===== src/rtl/game_board_judge.sv =====
// 3x3 board store and sequential win/draw judge for the game controller.
// Optional score counters are enabled with the GAME_BOARD_SCORE_EN macro.
module game_board_judge #(
    parameter bit ALLOW_OVERWRITE = 1'b0
`ifdef GAME_BOARD_SCORE_EN
    , parameter int SCORE_W = 4
`endif
) (
    input  logic       ph1,
    input  logic       reset_n,
    input  logic       wrEn,
    input  logic [3:0] addr,
    input  logic [1:0] cellState,
    input  logic       newGame,
    input  logic [3:0] rdAddr,
    output logic [1:0] rdState,
    output logic       wrAck,
    output logic       wrReject,
    output logic       checkBusy,
    output logic       gameIsDone,
    output logic [1:0] winner
`ifdef GAME_BOARD_SCORE_EN
    , output logic [SCORE_W-1:0] xWins
    , output logic [SCORE_W-1:0] oWins
    , output logic [SCORE_W-1:0] draws
`endif
);

    localparam logic [1:0] CELL_EMPTY = 2'b00;
    localparam logic [1:0] CELL_X     = 2'b10;
    localparam logic [1:0] CELL_O     = 2'b11;

    typedef enum logic [1:0] {
        ST_IDLE  = 2'b00,
        ST_CHECK = 2'b01,
        ST_DONE  = 2'b10
    } state_t;

    state_t      state_r;
    logic [17:0] board_r;
    logic [2:0]  line_idx_r;
    logic        found_r;
    logic [1:0]  cand_r;
    logic [1:0]  winner_r;
    logic        wr_ack_r;
    logic        wr_reject_r;

    logic [1:0]  line_result_s;
    logic [1:0]  final_win_s;
    logic        board_full_s;
    logic        wr_ok_s;

    function automatic logic [1:0] cell_of(input logic [17:0] b, input logic [3:0] a);
        logic [1:0] c;
        if (a <= 4'd8) c = b[{a, 1'b0} +: 2];
        else c = CELL_EMPTY;
        return c;
    endfunction

    // Line order: rows, then columns, then the two diagonals.
    function automatic logic [1:0] line_winner(input logic [17:0] b, input logic [2:0] idx);
        logic [11:0] cells;
        logic [1:0]  c0, c1, c2, res;
        case (idx)
            3'd0:    cells = {4'd0, 4'd1, 4'd2};
            3'd1:    cells = {4'd3, 4'd4, 4'd5};
            3'd2:    cells = {4'd6, 4'd7, 4'd8};
            3'd3:    cells = {4'd0, 4'd3, 4'd6};
            3'd4:    cells = {4'd1, 4'd4, 4'd7};
            3'd5:    cells = {4'd2, 4'd5, 4'd8};
            3'd6:    cells = {4'd0, 4'd4, 4'd8};
            3'd7:    cells = {4'd2, 4'd4, 4'd6};
            default: cells = {4'd0, 4'd1, 4'd2};
        endcase
        c0 = cell_of(b, cells[11:8]);
        c1 = cell_of(b, cells[7:4]);
        c2 = cell_of(b, cells[3:0]);
        if (c0 != CELL_EMPTY && c0 == c1 && c1 == c2) res = c0;
        else res = CELL_EMPTY;
        return res;
    endfunction

    // Read port, current line evaluation, board-full flag and write qualification.
    always_comb begin
        rdState       = cell_of(board_r, rdAddr);
        line_result_s = line_winner(board_r, line_idx_r);
        board_full_s  = 1'b1;
        for (int i = 0; i < 9; i++) begin
            if (board_r[2*i +: 2] == CELL_EMPTY) board_full_s = 1'b0;
            else board_full_s = board_full_s;
        end
        if (found_r) final_win_s = cand_r;
        else final_win_s = line_result_s;
        wr_ok_s = wrEn && (state_r == ST_IDLE) && (addr <= 4'd8) && cellState[1] &&
                  (ALLOW_OVERWRITE || (cell_of(board_r, addr) == CELL_EMPTY));
    end

    // Judge FSM: board writes, 8-cycle line scan, result latch.
    always_ff @(posedge ph1 or negedge reset_n) begin
        if (!reset_n) begin
            state_r     <= ST_IDLE;
            board_r     <= 18'd0;
            line_idx_r  <= 3'd0;
            found_r     <= 1'b0;
            cand_r      <= CELL_EMPTY;
            winner_r    <= CELL_EMPTY;
            wr_ack_r    <= 1'b0;
            wr_reject_r <= 1'b0;
        end else if (newGame) begin
            state_r     <= ST_IDLE;
            board_r     <= 18'd0;
            line_idx_r  <= 3'd0;
            found_r     <= 1'b0;
            cand_r      <= CELL_EMPTY;
            winner_r    <= CELL_EMPTY;
            wr_ack_r    <= 1'b0;
            wr_reject_r <= 1'b0;
        end else begin
            wr_ack_r    <= wr_ok_s;
            wr_reject_r <= wrEn && !wr_ok_s;
            case (state_r)
                ST_IDLE: begin
                    if (wr_ok_s) begin
                        board_r[{addr, 1'b0} +: 2] <= cellState;
                        line_idx_r <= 3'd0;
                        found_r    <= 1'b0;
                        cand_r     <= CELL_EMPTY;
                        state_r    <= ST_CHECK;
                    end
                end
                ST_CHECK: begin
                    if (!found_r && line_result_s != CELL_EMPTY) begin
                        found_r <= 1'b1;
                        cand_r  <= line_result_s;
                    end
                    if (line_idx_r == 3'd7) begin
                        if (final_win_s != CELL_EMPTY) begin
                            winner_r <= final_win_s;
                            state_r  <= ST_DONE;
                        end else if (board_full_s) begin
                            winner_r <= CELL_EMPTY;
                            state_r  <= ST_DONE;
                        end else begin
                            state_r  <= ST_IDLE;
                        end
                    end else begin
                        line_idx_r <= line_idx_r + 3'd1;
                    end
                end
                ST_DONE: state_r <= ST_DONE;
                default: state_r <= ST_IDLE;
            endcase
        end
    end

    assign wrAck      = wr_ack_r;
    assign wrReject   = wr_reject_r;
    assign winner     = winner_r;
    assign checkBusy  = (state_r == ST_CHECK);
    assign gameIsDone = (state_r == ST_DONE);

`ifdef GAME_BOARD_SCORE_EN
    function automatic logic [SCORE_W-1:0] sat_inc(input logic [SCORE_W-1:0] v);
        logic [SCORE_W-1:0] r;
        if (v == {SCORE_W{1'b1}}) r = v;
        else r = v + {{(SCORE_W-1){1'b0}}, 1'b1};
        return r;
    endfunction

    // Score counters bump on DONE entry and survive newGame.
    always_ff @(posedge ph1 or negedge reset_n) begin
        if (!reset_n) begin
            xWins <= {SCORE_W{1'b0}};
            oWins <= {SCORE_W{1'b0}};
            draws <= {SCORE_W{1'b0}};
        end else if (!newGame && state_r == ST_CHECK && line_idx_r == 3'd7) begin
            if (final_win_s == CELL_X) xWins <= sat_inc(xWins);
            else if (final_win_s == CELL_O) oWins <= sat_inc(oWins);
            else if (board_full_s) draws <= sat_inc(draws);
            else draws <= draws;
        end
    end
`endif

endmodule


===== config.mk =====
export PLATFORM = sky130hd
export DESIGN_NAME = game_board_judge
export DESIGN_NICKNAME = d
export VERILOG_FILES = /design/src/rtl/game_board_judge.sv
export SDC_FILE = /design/constraint.sdc
export NUM_CORES = 1
export LEC_CHECK = 0
export ABC_AREA = 1
export CORE_ASPECT_RATIO = 0.5
export CORE_MARGIN = 2
export CORE_UTILIZATION = 30
export DETAILED_ROUTE_END_ITERATION = 10
export DONT_BUFFER_PORTS = 1
export HOLD_SLACK_MARGIN = 0.15
export PLACE_DENSITY = 0.45
export SKIP_LAST_GASP = 1
export SYNTH_ARGS = -nofsm -noshare
export SYNTH_HDL_FRONTEND = slang
export SYNTH_SLANG_ARGS = --single-unit

===== constraint.sdc =====
create_clock -name ph1 -period 3.4 [get_ports ph1]
set_input_delay 0.17 -clock ph1 [delete_from_list [all_inputs] [get_ports ph1]]
set_output_delay 0.17 -clock ph1 [all_outputs]
set_load 0.005 [all_outputs]

### Word level (Yosys, flattened, before mapping)

Memory sizes are Yosys's and may differ from the RTL's.
Cells that the tools add are included.

| operators by class | value |
|---|---|
| $add $sub $neg | 2 |
| order comparisons | 5 |
| equal/unequal tests | 9 |
| shifts and indexed selects | 7 |
| muxes and demuxes | 45 |
| reductions and logical operators | 35 |

Operator list:

| kind | number |
|---|---|
| 18-bit by 6-bit indexed part select with 2-bit output | 5 |
| 18-bit two-way mux | 3 |
| 2-bit two-way mux | 20 |
| 2-bit logical NOT | 11 |
| 4-bit less-or-equal comparator, second input constant | 5 |
| 18-bit bitwise mux | 1 |
| 2-bit by 7-bit variable shift with 18-bit output, first input constant | 1 |
| 2-bit by 7-bit indexed part select with 18-bit output | 1 |
| 1-bit two-way mux | 14 |
| 2-bit nonzero test | 7 |
| 3-bit two-way mux | 3 |
| 3-bit AND reduction | 3 |
| 1-bit logical AND | 8 |
| 5-bit negation with 7-bit output | 1 |
| 3-bit by 2-bit inequality test with 1-bit output, second input constant | 2 |
| 3-bit inequality test, second input constant | 2 |
| 2-bit case mux with 3 select lines | 1 |
| 3-bit case mux with 2 select lines | 1 |
| 3-bit nonzero test | 2 |
| 2-bit == test | 2 |
| 2-bit case mux with 2 select lines | 1 |
| 2-bit AND reduction | 2 |
| 3-bit by 1-bit adder with 3-bit output, second input constant | 1 |
| 3-bit == test, second input constant | 1 |
| 4 further kinds | 5 |

| storage, ports and cells | value |
|---|---|
| bits in registers | 30 |
| bits in read-only memories | 80 |
| output and inout bits | 8 |
| logic and storage cells | 112 |
| memories | 1 |

Memory list:

| name | words | bits a word | read ports | clocked after memory_dff | write ports | line | source |
|---|---|---|---|---|---|---|---|
| (name not given) | 8 | 10 | 1 | 0 | 0 | 64 | `case (idx)` |

### Depth between registers and ports, before layout

Gate-level depths: netlist (run 1).

| depth | value |
|---|---|
| depth after elaboration | 15 |
| depth in mapped cells | 20 |
| mapped depth without buffers | 20 |

### Worst setup path before layout (run 1)

Ideal clock, no wire load.

| path | value |
|---|---|
| path kind | reg-to-reg |
| start | reg line_idx_r[0] |
| end | reg winner_r[0], in the netlist winner[0] |
| data arrival time | 2255 ps |
| setup slack | 1028 ps |
| stages on the path, launching flop included | 19 |
| path buffers | 0 |
| clock period less this slack | 2372 ps |
| cells stage by stage | dfrtp_1 inv_1 ha_1 inv_1 nand2_1 o21ai_2 nand3_1 nand3_1 nand2_1 nor2_1 nand2_1 nand2_1 nand3_2 nand2_1 nand2_1 nand3_2 nand3_2 nand2_1 nand2_1 |

| between the ends | value |
|---|---|
| word-level cells in the longest chain between the ends | 13 |
| elaborated cells between the ends (all ways) | 26 |
| those cells by class | 3 x order compare; 3 x eq/ne; 3 x shift; 9 x mux; 7 x reduce/logical; 1 x memory |

RTL lines:

| what | line | source |
|---|---|---|
| start: declaration | 41 | `logic [2:0] line_idx_r;` |
| start signal: assignment | 147 | `line_idx_r <= line_idx_r + 3'd1;` |
| memory 8 x 10 bit | - |  |
| 18-bit by 6-bit indexed part select with 2-bit output / 4-bit less-or-equal comparator (equally long branches) | 55 | `if (a <= 4'd8) c = b[{a, 1'b0} +: 2];` |
| 2-bit two-way mux | 55 |  |
| 2-bit == test / 2-bit nonzero test (equally long branches) | 78 | `if (c0 != CELL_EMPTY && c0 == c1 && c1 == c2) res = c0;` |
| 1-bit logical AND (2 in series) | 78 |  |
| 2-bit two-way mux | 78 |  |
| 2-bit two-way mux | 92 | `if (found_r) final_win_s = cand_r;` |
| 2-bit nonzero test | 137 | `if (final_win_s != CELL_EMPTY) begin` |
| 2-bit two-way mux | 137 |  |
| 2-bit two-way mux | 136 | `if (line_idx_r == 3'd7) begin` |
| 2-bit two-way mux | 121 | `case (state_r)` |
| 2-bit two-way mux | 109 | `end else if (newGame) begin` |
| end signal: assignment | 138 | `winner_r <= final_win_s;` |
| end: declaration | 44 | `logic [1:0] winner_r;` |

Parallel ways exist; a longest one is shown, timed or not. The select of a mux whose other input is x is not followed.
A chain may end at the register's enable or synchronous reset.

### Final worst setup path (run 1)

| path | value |
|---|---|
| start | reg line_idx_r[0] |
| end | reg winner_r[1], in the netlist winner[1] |

The elaborated chain is that of the path after synthesis.

==> results of run 1 <==
==> through the flow <==
stage / hold WS [ps] / instance area [um2] / setup WS, ps
after floorplan: -126 / 2660 / 1030
after global placement: -125 / 2770 / 634
after detailed placement: -125 / 2770 / 580
after CTS: 151 / 3050 / 564
after global routing: 188 / 3050 / 208
final: 160 / 3050 / 561
==> kinds of logic after synthesis <==
family	Yosys count	synth area share [%]
compound gates	62	13.1
xor+xnor	2	0.658
fa+ha+maj	10	4.70
buf+inv	66	10.1
flops	30	28.2
simple gates	255	43.3
==> layout by cell type, fill, tap and decap left out, types with 4 or more instances in the layout <==
| master | instances |
|---|---|
| a21oi_1 | 12 |
| nor2_1 | 48 |
| nand3_1 | 67 |
| dlygate4sd3_1 | 6 |
| clkbuf_16 | 5 |
| nand2_2 | 4 |
| nand3_2 | 4 |
| inv_1 | 56 |
| nand2_1 | 105 |
| o21ai_0 | 31 |
| nor3_1 | 5 |
| ha_1 | 10 |
| dfrtp_1 | 30 |
| nand4_1 | 13 |
| o21ai_1 | 4 |
==> worst min-delay path, cell delays in order <==
cell,delay [ps]
nor3_1,40
nand4_1,100
o21ai_0,80
==> routing by layer <==
layer | track usage [%] | vias up | wire (um)
met4 | 6.07 | 0 | 161
met1 | 30.3 | 1261 | 4700
met3 | 4.37 | 17 | 562
met2 | 28.5 | 84 | 3500
li1 | - | 1416 | -
met5 | 0 | - | 0
==> power breakdown <==
group / leakage (nW) / internal [mW] / switching [mW]
clock: 0.0971 / 0.440 / 0.169
sequential: 0.411 / 0.369 / 0.0174
combinational: 0.933 / 0.0748 / 0.161
==> repair_timing <==
item                      in CTS  in global routing
gates resized for setup        0                  0
hold buffers                   7                  0
hold endpoints to repair      49                  0
setup buffers                  0                  0
==> registers in the layout, summed over array words and instances (netlist names) <==
name,flops
line_idx_r,3
found_r,1
board_r,18
wrAck,1
cand_r,2
winner,2
wrReject,1
state_r,2
==> worst max path at each step <==
stage,start,endpoint,slack [ps],cells after the start
CTS,line_idx_r[0],winner[1],560,18
global route,line_idx_r[0],winner[0],210,18
detailed placement,line_idx_r[0],winner[1],580,18
global placement,line_idx_r[0],winner[1],630,18
finish,line_idx_r[0],winner[1],560,18
floorplan,line_idx_r[0],winner[0],1030,18
==> area by class of cell <==
type / instances / area [um2] / share of cell area, %
inverters: 60 / 230 / 7.55
clock inverters: 2 / 60.1 / 1.97
repair buffers: 7 / 80.1 / 2.63
well taps: 117 / 146 / 4.80
multi-input cells: 329 / 1640 / 53.9
clock buffers: 6 / 139 / 4.55
flip-flops and latches: 30 / 751 / 24.6
==> impl_metrics.py, run 1 <==
metrics = {
    "outcome": {
        "outcome": "finished clean",
    },
    "sta": {
        "fin_crit_sh_pct": 83.5,
        "setup_tns_ps": 0,
        "relSlewSlack_pct": 63.4,
        "setup_viol_count_final": 0,
        "fmax_mhz": 352,
        "maxSlewViolCount": 0,
        "rsz0062_at_grt": "no",
        "finalHoldViolations": 0,
        "tightestPinTransition_ps": 545,
        "layout_min_cycle_time_ps": 2840,
        "skew_ps": 8.22,
    },
    "placement": {
        "port_buffers": 0,
        "placed_cells": 536,
        "place_congestion": 0.916,
        "post-dp-hpwl_um": 6960,
    },
    "floorplanning": {
        "ios": 22,
        "dieArea_um2": 9690,
        "coreArea_um2": 8680,
        "die_x_um": 137,
        "start_util_pct": 30.7,
        "die_h_um": 70.6,
        "rows": 24,
    },
    "pwr": {
        "p_per_area_nw_per_um2": 403,
        "leakage_nw": 1.44,
        "peakVddDrop_mv": 0.305,
        "p_total_mw": 1.23,
    },
    "critical_path": {
        "slowest_stage": "dfrtp_1",
        "r2r_end": "winner[1]",
        "ff2ff_path_depth": 18,
        "cp-end-kind": "flip-flop",
        "path_delay_family": "simple AND/OR/NAND/NOR gates",
        "arrival_ps": 3010,
        "critPathLaunchType": "flip-flop",
        "crit_chain": "inv_1 -> ha_1 -> inv_1 -> nand2_1 -> o21ai_2 -> nand3_1 -> nand3_1 -> nand2_1 -> nor2_1 -> nand2_1 -> nand2_1 -> nand3_2 -> nand2_1 -> nand2_1 -> nand3_2 -> nand3_2 -> nand2_1 -> nand2_1",
        "cp_data_required_time_ps": 3570,
        "critical_path_class": "reg -> reg",
        "cpMostUsedCell": "nand2_1",
        "reg2reg_slack_ps": 560,
        "cp_max_fo": 11,
        "critPathMaxStageDelay_ps": 550,
        "reg2reg_from": "line_idx_r[0]",
        "critPathBufInv": 2,
    },
    "logic_synthesis": {
        "synth_edf_count": 0,
        "syn_inst": 425,
        "yosysTopAreaCell": "dfrtp_1",
        "synth_most_common_cell": "nand2_1",
        "yosysSeqAreaShare_pct": 28.2,
        "synth_warnings": 0,
        "synthTopCellsByCount": "105 x nand2_1, 67 x nand3_1, 56 x inv_1, 48 x nor2_1, 31 x o21ai_0",
        "synthTopCellsByArea": "dfrtp_1 28%, nand2_1 15%, nand3_1 13%, inv_1 7.9%, nor2_1 6.8%",
        "synth-seq-cells": 30,
        "syn_area_um2": 2660,
        "ys_async_sr_fraction_pct": 100,
        "synthesis.nets": 449,
        "ys_types": 35,
        "syn_area_per_cell_um2": 6.27,
        "netlist.area_leader.share_pct": 28.2,
        "synthFlopType": "dfrtp_1",
    },
    "cells_and_area": {
        "layout.nets": 457,
        "fin_cells": 551,
        "drive_above_1_share_pct": 6.91,
        "syn_to_final_growth_pct": 14.5,
        "antenna_cells": 0,
        "fin_util_pct": 35.1,
        "nFillCells": 955,
    },
    "global_routing": {
        "grt_pass1_wl_um": 15000,
        "grt_pass1_vias": 2797,
        "track_usage_pct": 20.1,
        "antenna_found_initial": 0,
        "grt_start_max_net_pins": 31,
        "grt-ovfl-total": 0,
    },
    "detailed_routing": {
        "routed_wl_um": 8930,
        "first_pass_iters": 7,
        "route.detailed.drc": 0,
        "drtAntennaViolNets": 0,
        "drt_iter0_drc": 346,
        "wl_per_cell_um": 16.2,
        "via_per_inst": 5.04,
        "vias": 2778,
    },
    "clock_tree": {
        "insertion_delay_ps": 280,
        "cts.sinks": 30,
        "cts_root_buf": "clkbuf_16",
        "htreeDepth": 2,
        "cts_made_buffers": 5,
        "cts_tree": "yes",
        "clk_pin_slew_worst_paths_ps": 50,
        "clk_path_buf_depth": 2,
    },
    "flow_run": {
        "cap_violations": 0,
    },
    "worst_hold_path": {
        "hold_depth": 3,
        "hp-start": "newGame",
        "worstHoldEndpoint": "board_r[12]",
        "min_path_type": "in -> reg",
    },
}
No activity file was read; power rests on OpenSTA's default activity.
==> inputs of run 2 (changes only) <==
ABC_AREA = 0   (was 1)
PLACE_DENSITY = 0.46   (was 0.45)
clock period = 2.6 ns   (was 3.4 ns; I/O delays follow)
==> run 2 against run 1 <==
Effect of this change:
- the flow now finishes with violations (setup timing)
- core utilization grew 7.1 points
- sequential power grew 26%
- count of clock-buffer cells in the layout is the same
- combinational power grew 17%
- largest power group unchanged
==> impl_metrics.py, run 2 <==
metrics = {
    "outcome": {
        "outcome": "finished, violations left",
        "violations": "setup timing",
    },
    "worst_hold_path": {
        "hp-start": "addr[2]",
        "min_path_type": "in -> reg",
    },
    "pwr": {
        "p_per_area_nw_per_um2": 398,
        "sw_frac_of_total_pct": 27.1,
        "power_switching_uw": 371,
        "power_frac_seq_pct": 35.6,
        "power_frac_comb_pct": 20.3,
        "peakVddDrop_mv": 0.205,
        "clkPwrFrac_pct": 44.1,
        "p_int_uw": 997,
        "leakage_nw": 1.41,
    },
    "clock_tree": {
        "cts.sinks": 30,
        "clk_path_buf_depth": 2,
        "insertion_delay_ps": 290,
        "cts_made_buffers": 5,
        "clk_pin_slew_worst_paths_ps": 60,
        "htreeDepth": 2,
        "cts_root_buf": "clkbuf_16",
        "cts_tree": "yes",
    },
    "logic_synthesis": {
        "synthesis.nets": 298,
        "yosysSeqAreaShare_pct": 29.4,
        "synth_most_common_cell": "nor2_1",
        "syn_area_um2": 2560,
        "ys_types": 66,
        "syn_area_per_cell_um2": 9.33,
        "synthFlopType": "dfrtp_1",
        "yosysTopAreaCell": "dfrtp_1",
        "netlist.area_leader.share_pct": 29.4,
        "synth_warnings": 0,
        "synthTopCellsByCount": "31 x nor2_1, 30 x dfrtp_1, 20 x nand2_1, 15 x mux2i_1, 14 x a21oi_1",
        "ys_async_sr_fraction_pct": 100,
        "synth-seq-cells": 30,
        "synth_edf_count": 0,
        "syn_inst": 274,
        "synthTopCellsByArea": "dfrtp_1 29%, mux4_2 7.9%, mux2i_1 5.9%, ha_1 4.9%, nor2_1 4.5%",
    },
    "floorplanning": {
        "die_x_um": 135,
        "ios": 22,
        "rows": 23,
        "coreArea_um2": 8140,
        "start_util_pct": 31.4,
        "die_h_um": 69.3,
        "dieArea_um2": 9320,
    },
    "placement": {
        "placed_cells": 408,
        "pre_cts_ws_ps": -249,
        "port_buffers": 0,
        "post-dp-hpwl_um": 5770,
        "place_congestion": 0.893,
        "place_area_um2": 2980,
    },
    "global_routing": {
        "grt_pass1_vias": 2290,
        "track_usage_pct": 17.1,
        "grt-ovfl-total": 0,
        "grt_start_max_net_pins": 33,
        "antenna_found_initial": 1,
        "grt_pass1_wl_um": 12300,
    },
    "critical_path": {
        "cp_data_required_time_ps": 2790,
        "worstSetupStartpoint": "line_idx_r[0]",
        "critical_path_class": "reg -> reg",
        "arrival_ps": 2950,
        "reg2reg_slack_ps": -160,
        "cp-end-kind": "flip-flop",
        "critPathLaunchType": "flip-flop",
        "reg2reg_from": "line_idx_r[0]",
        "cp_max_fo": 5,
    },
    "sta": {
        "fmax_mhz": 362,
        "fin_ws_ps": -164,
        "finalHoldViolations": 0,
        "tightestPinTransition_ps": 590,
        "setup_viol_count_final": 6,
        "relSlewSlack_pct": 60.3,
        "layout_min_cycle_time_ps": 2760,
        "skew_ps": 6.14,
        "fin_crit_sh_pct": 106,
        "maxSlewViolCount": 0,
        "rsz0062_at_grt": "yes",
        "whs_ps": 157,
    },
    "detailed_routing": {
        "first_pass_iters": 4,
        "drtAntennaViolNets": 0,
        "drt_iter0_drc": 187,
        "vias": 2370,
        "wl_per_cell_um": 17.9,
        "route.detailed.drc": 0,
        "routed_wl_um": 7790,
        "via_per_inst": 5.45,
    },
    "cells_and_area": {
        "nFillCells": 785,
        "drive_above_1_share_pct": 33.4,
        "layout.nets": 346,
        "fin_cells": 435,
        "final_cell_mix": "39 x buf_4, 31 x nor2_1, 28 x dfrtp_1, 20 x nand2_1",
        "largest_register": "board_r",
        "largest_reg_flops": 18,
        "layout_commonest_cell": "buf_4",
        "top_regs": "board_r: 18 flops, line_idx_r: 3 flops",
        "syn_to_final_growth_pct": 34.4,
        "antenna_cells": 0,
        "design_area_um2": 3440,
    },
    "flow_run": {
        "cap_violations": 0,
    },
}
run 2: changes by cell type after synthesis, moves of 7 or more:
cell	before	now
nor2_1	48	31
inv_1	56	13
o21ai_0	31	9
nand4_1	13	1
nand3_1	67	3
nand2_1	105	20
mux2i_1	0	15
mux4_2	0	9
nand3b_1	1	8
nor2b_1	0	8
run 2: power by group through the flow:
stage	Sequential, mW	Combinational (mW)	Clock, mW
2_1_floorplan	0.492	0.157	0
3_3_place_gp	0.495	0.200	0
3_5_place_dp	0.495	0.200	0
4_1_cts	0.487	0.237	0.616
5_1_grt	0.489	0.301	0.636
6_report	0.487	0.277	0.604
run 2: repair_timing:
item | 4_1_cts | 5_1_grt
pin swaps | 5 | 8
setup endpoints to repair | 6 | 14
hold endpoints to repair | 59 | 28
setup buffers | 5 | 3
cloned | 0 | 0
hold buffers | 7 | 5
gates resized for setup | 7 | 16
run 2: kinds of logic after synthesis:
| logic type | share of synthesized area (%) |
|---|---|
| simple gates | 23.4 |
| fa+ha+maj | 4.89 |
| buf+inv | 4.99 |
| xor+xnor | 0.685 |
| flops | 29.4 |
| mux | 17.5 |
| compound gates | 19.2 |
run 2: final cells by class:
cell class | instances | area, um2 | area share, %
repair buffers | 54 | 475 | 13.8
inverters | 13 | 53.8 | 1.56
multi-input cells | 218 | 1860 | 54.2
clock buffers | 6 | 139 | 4.04
flip-flops and latches | 30 | 753 | 21.9
well taps | 112 | 140 | 4.08
clock inverters | 2 | 12.5 | 0.364
run 2: stage by stage:
stage               setup TNS, ps  util [%]  power (mW)
detailed placement          -1020      36.6       0.695
floorplan                    -811         -       0.649
global placement            -1290      36.6       0.695
global route                -1520      42.2        1.43
CTS                          -528      40.2        1.34
finish                       -611      42.2        1.37
run 2: critical path: stages, from the launching register on:
cell and delay (ps):
dfrtp_2 440, inv_4 60, ha_2 220, buf_4 140, or4_4 550, o32ai_2 130
a41o_1 150, a211oi_2 70, or2_4 290, or2_4 250, and2_4 160, a311oi_2 190
run 2: worst paths after layout:
check                                endpoint  cells after the start
worst max-delay path               state_r[1]                     11
worst min-delay path              board_r[14]                      2
worst max register to register     state_r[1]                     11
worst min register to register     board_r[0]                      2
max in group asynchronous       line_idx_r[0]                      2
min in group asynchronous          board_r[0]                      2
run 2: per-layer routing:
metal / GRT usage (%) / vias up / part of all wire (%)
met1: 24.2 / 1175 / 49
li1: - / 1122 / -
met3: 4.68 / 10 / 6.3
met2: 25.3 / 63 / 44
met4: 5.03 / 0 / 1.1
met5: 0 / - / 0
